### config.mk
export PLATFORM = sky130hd
export DESIGN_NAME = wb_arbiter
export DESIGN_NICKNAME = d
export VERILOG_FILES = /design/src/rtl/wb_arbiter_pkg.sv /design/src/rtl/wb_scoreboard.sv /design/src/rtl/wb_arbiter.sv
export SDC_FILE = /design/constraint.sdc
export NUM_CORES = 1
export LEC_CHECK = 0
export CAP_MARGIN = 25
export CORE_ASPECT_RATIO = 1.5
export CORE_UTILIZATION = 41
export DETAILED_ROUTE_END_ITERATION = 6
export PLACE_DENSITY_LB_ADDON = 0.3
export SYNTH_ARGS = -nofsm -noshare
export SYNTH_HDL_FRONTEND = slang
export SYNTH_SLANG_ARGS = --single-unit
### constraint.sdc
create_clock -name clk -period 1.7 [get_ports clk]
set_clock_uncertainty 0.2 [all_clocks]
set_input_delay 0.34 -clock clk [delete_from_list [all_inputs] [get_ports clk]]
set_output_delay 0.34 -clock clk [all_outputs]
set_load 0.02 [all_outputs]
### src/rtl/wb_arbiter_pkg.sv
// Shared CPU definitions used by the writeback arbiter and its scoreboard:
// requester index encoding, register address width and data width.
package wb_arbiter_pkg;

  localparam int REG_AW = 5;
  localparam int DATA_W = 32;

  typedef logic [REG_AW-1:0] reg_addr_t;
  typedef logic [DATA_W-1:0] data_t;

  typedef enum logic {
    REQ_ALU = 1'b0,
    REQ_MEM = 1'b1
  } req_idx_e;

endpackage

### src/rtl/wb_scoreboard.sv
// Pending-write scoreboard, one busy bit per architectural register.
// Ports:
//   clk, rst_n              clock, async active-low reset (clears all bits)
//   set_en_i / set_addr_i   reserve a destination (address 0 is ignored)
//   clr_en_i / clr_addr_i   release a destination on writeback acceptance
//   rd_addr0_i / busy0_o    read port 0 (combinational, 0 for address 0)
//   rd_addr1_i / busy1_o    read port 1 (combinational, 0 for address 0)
module wb_scoreboard
  import wb_arbiter_pkg::*;
#(
  parameter int NUM_REG = 32
) (
  input  logic      clk,
  input  logic      rst_n,
  input  logic      set_en_i,
  input  reg_addr_t set_addr_i,
  input  logic      clr_en_i,
  input  reg_addr_t clr_addr_i,
  input  reg_addr_t rd_addr0_i,
  input  reg_addr_t rd_addr1_i,
  output logic      busy0_o,
  output logic      busy1_o
);

  logic [NUM_REG-1:0] busy_q, busy_d;

  // Clear is applied first so a same-edge reservation of the same register wins.
  always_comb begin
    busy_d = busy_q;
    if (clr_en_i) busy_d[clr_addr_i] = 1'b0;
    if (set_en_i && (set_addr_i != '0)) busy_d[set_addr_i] = 1'b1;
  end

  always_ff @(posedge clk or negedge rst_n) begin
    if (!rst_n) busy_q <= '0;
    else        busy_q <= busy_d;
  end

  assign busy0_o = (rd_addr0_i != '0) && busy_q[rd_addr0_i];
  assign busy1_o = (rd_addr1_i != '0) && busy_q[rd_addr1_i];

endmodule

### src/rtl/wb_arbiter.sv
// Writeback arbiter: merges ALU and load-unit writeback requests onto a single
// register-file write port (latency 1) and tracks pending destinations.
// Configuration macro WB_ARB_RR_EN: defined -> round-robin on ties,
// undefined -> fixed priority with MEM winning ties.
// Ports:
//   clk, rst_n                          clock, async active-low reset
//   alu_valid/ready/rd/data             ALU writeback handshake
//   mem_valid/ready/rd/data             load-unit writeback handshake
//   rf_we / rf_rd_addr / rf_wdata       registered register-file write port
//   alloc_valid / alloc_rd              destination reservation from issue
//   chk_rs1/2 -> busy_rs1/2             pending-write lookup for sources
//
// Arbitration state (round-robin build only):
//   state   | meaning
//   REQ_ALU | ALU served most recently, MEM wins the next tie (reset value)
//   REQ_MEM | MEM served most recently, ALU wins the next tie
module wb_arbiter
  import wb_arbiter_pkg::*;
#(
  parameter int NUM_REG = 32
) (
  input  logic      clk,
  input  logic      rst_n,
  input  logic      alu_valid,
  output logic      alu_ready,
  input  reg_addr_t alu_rd,
  input  data_t     alu_data,
  input  logic      mem_valid,
  output logic      mem_ready,
  input  reg_addr_t mem_rd,
  input  data_t     mem_data,
  output logic      rf_we,
  output reg_addr_t rf_rd_addr,
  output data_t     rf_wdata,
  input  logic      alloc_valid,
  input  reg_addr_t alloc_rd,
  input  reg_addr_t chk_rs1,
  input  reg_addr_t chk_rs2,
  output logic      busy_rs1,
  output logic      busy_rs2
);

  logic      grant_alu, grant_mem, accept;
  reg_addr_t acc_rd;
  data_t     acc_data;

`ifdef WB_ARB_RR_EN
  req_idx_e last_q;

  always_comb begin
    grant_mem = mem_valid && (!alu_valid || (last_q == REQ_ALU));
    grant_alu = alu_valid && !grant_mem;
  end

  always_ff @(posedge clk or negedge rst_n) begin
    if (!rst_n)         last_q <= REQ_ALU;
    else if (grant_mem) last_q <= REQ_MEM;
    else if (grant_alu) last_q <= REQ_ALU;
  end
`else
  always_comb begin
    grant_mem = mem_valid;
    grant_alu = alu_valid && !mem_valid;
  end
`endif

  assign alu_ready = grant_alu;
  assign mem_ready = grant_mem;
  assign accept    = grant_alu || grant_mem;
  assign acc_rd    = grant_mem ? mem_rd   : alu_rd;
  assign acc_data  = grant_mem ? mem_data : alu_data;

  logic      rf_we_q, rf_we_d;
  reg_addr_t rf_rd_addr_q, rf_rd_addr_d;
  data_t     rf_wdata_q, rf_wdata_d;

  // Writes to x0 are still accepted (and release nothing useful) but never strobe.
  always_comb begin
    rf_we_d      = 1'b0;
    rf_rd_addr_d = rf_rd_addr_q;
    rf_wdata_d   = rf_wdata_q;
    if (accept) begin
      rf_we_d      = (acc_rd != '0);
      rf_rd_addr_d = acc_rd;
      rf_wdata_d   = acc_data;
    end
  end

  always_ff @(posedge clk or negedge rst_n) begin
    if (!rst_n) begin
      rf_we_q      <= 1'b0;
      rf_rd_addr_q <= '0;
      rf_wdata_q   <= '0;
    end else begin
      rf_we_q      <= rf_we_d;
      rf_rd_addr_q <= rf_rd_addr_d;
      rf_wdata_q   <= rf_wdata_d;
    end
  end

  assign rf_we      = rf_we_q;
  assign rf_rd_addr = rf_rd_addr_q;
  assign rf_wdata   = rf_wdata_q;

  wb_scoreboard #(.NUM_REG(NUM_REG)) u_scoreboard (
    .clk        (clk),
    .rst_n      (rst_n),
    .set_en_i   (alloc_valid),
    .set_addr_i (alloc_rd),
    .clr_en_i   (accept),
    .clr_addr_i (acc_rd),
    .rd_addr0_i (chk_rs1),
    .rd_addr1_i (chk_rs2),
    .busy0_o    (busy_rs1),
    .busy1_o    (busy_rs2)
  );

endmodule

==> results list <==
- Number of nets in the final layout: between 600 and 700
- Ratio of cells with drive above 1 in the final layout: 15.4%
- Predominant post-synthesis flop cell: dfrtp_1
- In this run the remaining antenna-violating nets after routing total 0.
- The path class of the tightest hold or removal check is input port to flop.
* Num CTS Buffers: 9
- Setup slack on the worst reg-to-reg path comes out at 0.64 ns.
- Hold Path Sink: rf_rd_addr[3]
- Number of vias in the routed layout: approximately 3700
* WHS Path Cells: 3
- Number of filler instances in the final layout: 734
* Post-Synthesis Net Count: 477
- Average footprint of a synthesized cell: ~9.9 sq um
* Sort of element at the end of the critical path: output port
* Overall global routing resource usage: 27.4%
- Vias per cell: 5.66
* Remaining design rule violation count: 0
- The checks that failed: setup timing.
- Clock latency reported for the late side of the worst-skew pair: 0.33 ns
- HPWL reported at the end of detailed placement: 9330 um
- Final cycle utilization of the critical path: 134%
- TritonCTS sink count: 69
- Routed wirelength normalized by instance count: 18.7 um
- Pin count of the biggest net entering global routing: 38
- Number of endpoints with negative hold slack in the final report: 0
* Bufs on Longest Clock Path: 2
- In this run the vertical extent of the chip is 120 um.
* Pin slew with the least headroom to its limit: 0.549 ns
- Leaving out fill and tap cells, the most frequent cell in the layout is clkdlybuf4s50_1.
- For this design the top-level I/O count stands at between 100 and 150.
- Cell chain of the critical path: mux4_2, nor2_2, a2bb2oi_2, nand3_2, buf_6
* Total global routing overflow: 0
* Dpl ws: -1.25 ns
* Worst slew margin relative to its limit: 63.4%
- Setup violations remaining at the end of the flow were counted as 2.
- Routability-driven placement finished with a final weighted congestion of roughly 1.1.
- On the final layout, the worst hold slack is approximately 0.21 ns.
- EDFF count, synth: 0
* Fin worst setup slack: -0.570 ns
- Measured in cells, the most critical reg-to-reg path has a length of 3.
- Max Transition Viols Final: 0
- Summed over all layers, the routed wires come to 12400 um.
* Worst min-delay path startpoint: mem_rd[3]
- Summing internal, switching and leakage power gives 5310 uW.
- Biggest cell delay along the critical path: 0.48 ns
- Subtracting the final worst setup slack from the clock period gives 2.27 ns.
- The worst setup path is launched from a flop.
- Setup repair after global routing missed its margin: true
- Max frequency: 441 MHz
* Worst Path Arrival: 1.73 ns
* Static leakage: 0.00257 uW
- Number of global-route vias before repair: around 4000
- Synthesis handed over a netlist of 383 instances.
- Antenna diode count: 0
* Rows: between 40 and 50
- Initial standard-cell utilization of the core: 42.5%
* Final TNS setup: -1.13 ns
- Cell area after technology mapping: ~3800 sq um
- In this run the worst setup path begins at u_scoreboard.busy_q[3].
* Required time of the worst setup path: roughly 1.2 ns
- Fraction of the yosys area taken by sequential cells: 45.8%
* Number of antenna violations at the first check in global routing: 0
* Die width: 80.3 um
- Result of the run: finished with violations
* Critical R2R Capture: u_scoreboard.busy_q[15]
* Asr flop ratio synth: 100%
- TritonCTS built the clock tree.
- Classification of the worst setup path: flop to output port
* Cell at the root of the clock tree: clkbuf_16
- First-pass GRT wire length: a little under 20000 um
- Clock Pin Slew Worst Setup and Hold Paths: 0.05 ns
- Htree depth: 3
- The netlist uses 41 different library cells.
- Top cells by area in the synthesized netlist: dfrtp_1 (46%), mux2i_1 (14%), o21ai_1 (8.2%)
- Number of synthesized register bits: between 60 and 70
- Worst vdd ir: 0.667 mV
- Relative to the synthesized area, the layout overhead comes to 52.2%.
- The share of synthesized area in the top cell type comes to 45.8%.
- Die area: roughly 9600 sq um
- Most used cells in the layout excluding fill and tap cells: clkdlybuf4s50_1 (79), dfrtp_1 (69), o21ai_1 (62)
- In this run the standard cell core region covers 8880 sq um.
- Of all nets on the critical path, the largest fanout is 3.
* Power density over the cells: 924 nW/um^2
- Count of input and output buffers: 135
- Origin of the critical flop-to-flop path: u_scoreboard.busy_q[15]
- Largest area contributor in the synthesized netlist: dfrtp_1
* Worst-path cell with the longest stage delay: mux4_2
* First drt pass iteration count: 5
- First DRT Iteration DRCs: 328
* Max-Cap Viols: 0
- For this run, the number of Yosys warnings is 0.
[what timing repair did]
action                     in CTS  in global routing
pin swaps                       3                  3
setup buffers                   1                  0
setup endpoints to repair      51                 19
hold buffers                    1                  0
resized for setup              67                 14
hold endpoints to repair       69                  0
[through the flow]
stage	cell area (sq um)	utilization, %	instances
2_1_floorplan	3790	-	383
3_3_place_gp	5440	61.2	644
3_5_place_dp	5440	61.2	644
4_1_cts	5690	64.0	661
5_1_grt	5740	64.7	661
6_report	5740	64.7	661
[registers in the layout, summed over array words and instances, names as in the netlist]
signal               flops
rf_rd_addr               5
rf_wdata                32
rf_we                    1
u_scoreboard.busy_q     31
[logic make-up (layout without fill, tap and decap cells)]
family                 count (synthesis)  count (layout)  synth area share, %
buffers and inverters                 26             194                 4.51
AO/OA/AOI/OAI                        126             126                 19.5
AND/OR/NAND/NOR                      102             102                 12.8
multiplexers                          60              60                 17.5
flip-flops                            69              69                 45.8
[cells in the mapped netlist, types with 2 or more instances]
cell type,count
nand4b_1,4
nor2b_1,14
a221oi_1,4
nand2_2,2
a21oi_1,2
a2bb2oi_2,2
nor3_1,2
buf_12,2
buf_2,8
dfrtp_1,69
buf_6,3
mux2i_1,53
o21ai_0,40
nor2_1,8
inv_1,4
a211oi_1,2
a31oi_1,3
mux2_2,2
nand2b_1,3
nand2_1,54
mux4_2,3
o21ai_1,62
clkbuf_1,2
buf_1,4
buf_4,2
nand3_1,10
a2111oi_2,2
a2111oi_0,4
[critical path, delay by kind of cell (launching register included)]
kind / cells / cell delay [ns]
AOI/OAI and AO/OA: 1 / 0.17
and+or+nand+nor: 2 / 0.19
muxes: 1 / 0.48
buffers and inverters: 1 / 0.14
DFF: 1 / 0.42
[where the power goes]
group | internal, uW | total [uW] | switching [uW]
clock network | 1010 | 1670 | 655
registers | 1920 | 2230 | 310
logic | 705 | 1400 | 699
[per-layer routing]
layer | GRT usage [%] | vias to the layer above | wire, um
li1 | - | 1721 | -
met1 | 27.8 | 1783 | 4270
met2 | 47.6 | 187 | 6390
met3 | 7.68 | 48 | 1010
met4 | 18.5 | 0 | 696
met5 | 0 | - | 0
[area by class of cell]
type	count	area [sq um]	area share (%)
multi-input cells	288	1960	34.1
inverters	5	18.8	0.327
repair buffers	174	1640	28.6
flip-flops and latches	69	1730	30.1
clock buffers	13	250	4.36
clock inverters	2	10.0	0.174
well taps	110	138	2.40
[worst max path at each step]
| stage | end | slack [ns] | cells past startpoint |
|---|---|---|---|
| after floorplan | busy_rs2 | -0.16 | 5 |
| after global placement | busy_rs1 | -1.17 | 7 |
| after detailed placement | busy_rs2 | -1.25 | 8 |
| after CTS | busy_rs1 | -0.58 | 5 |
| after global routing | busy_rs2 | -0.63 | 5 |
| final | busy_rs1 | -0.57 | 5 |
Power figures use the tool's default switching activity.
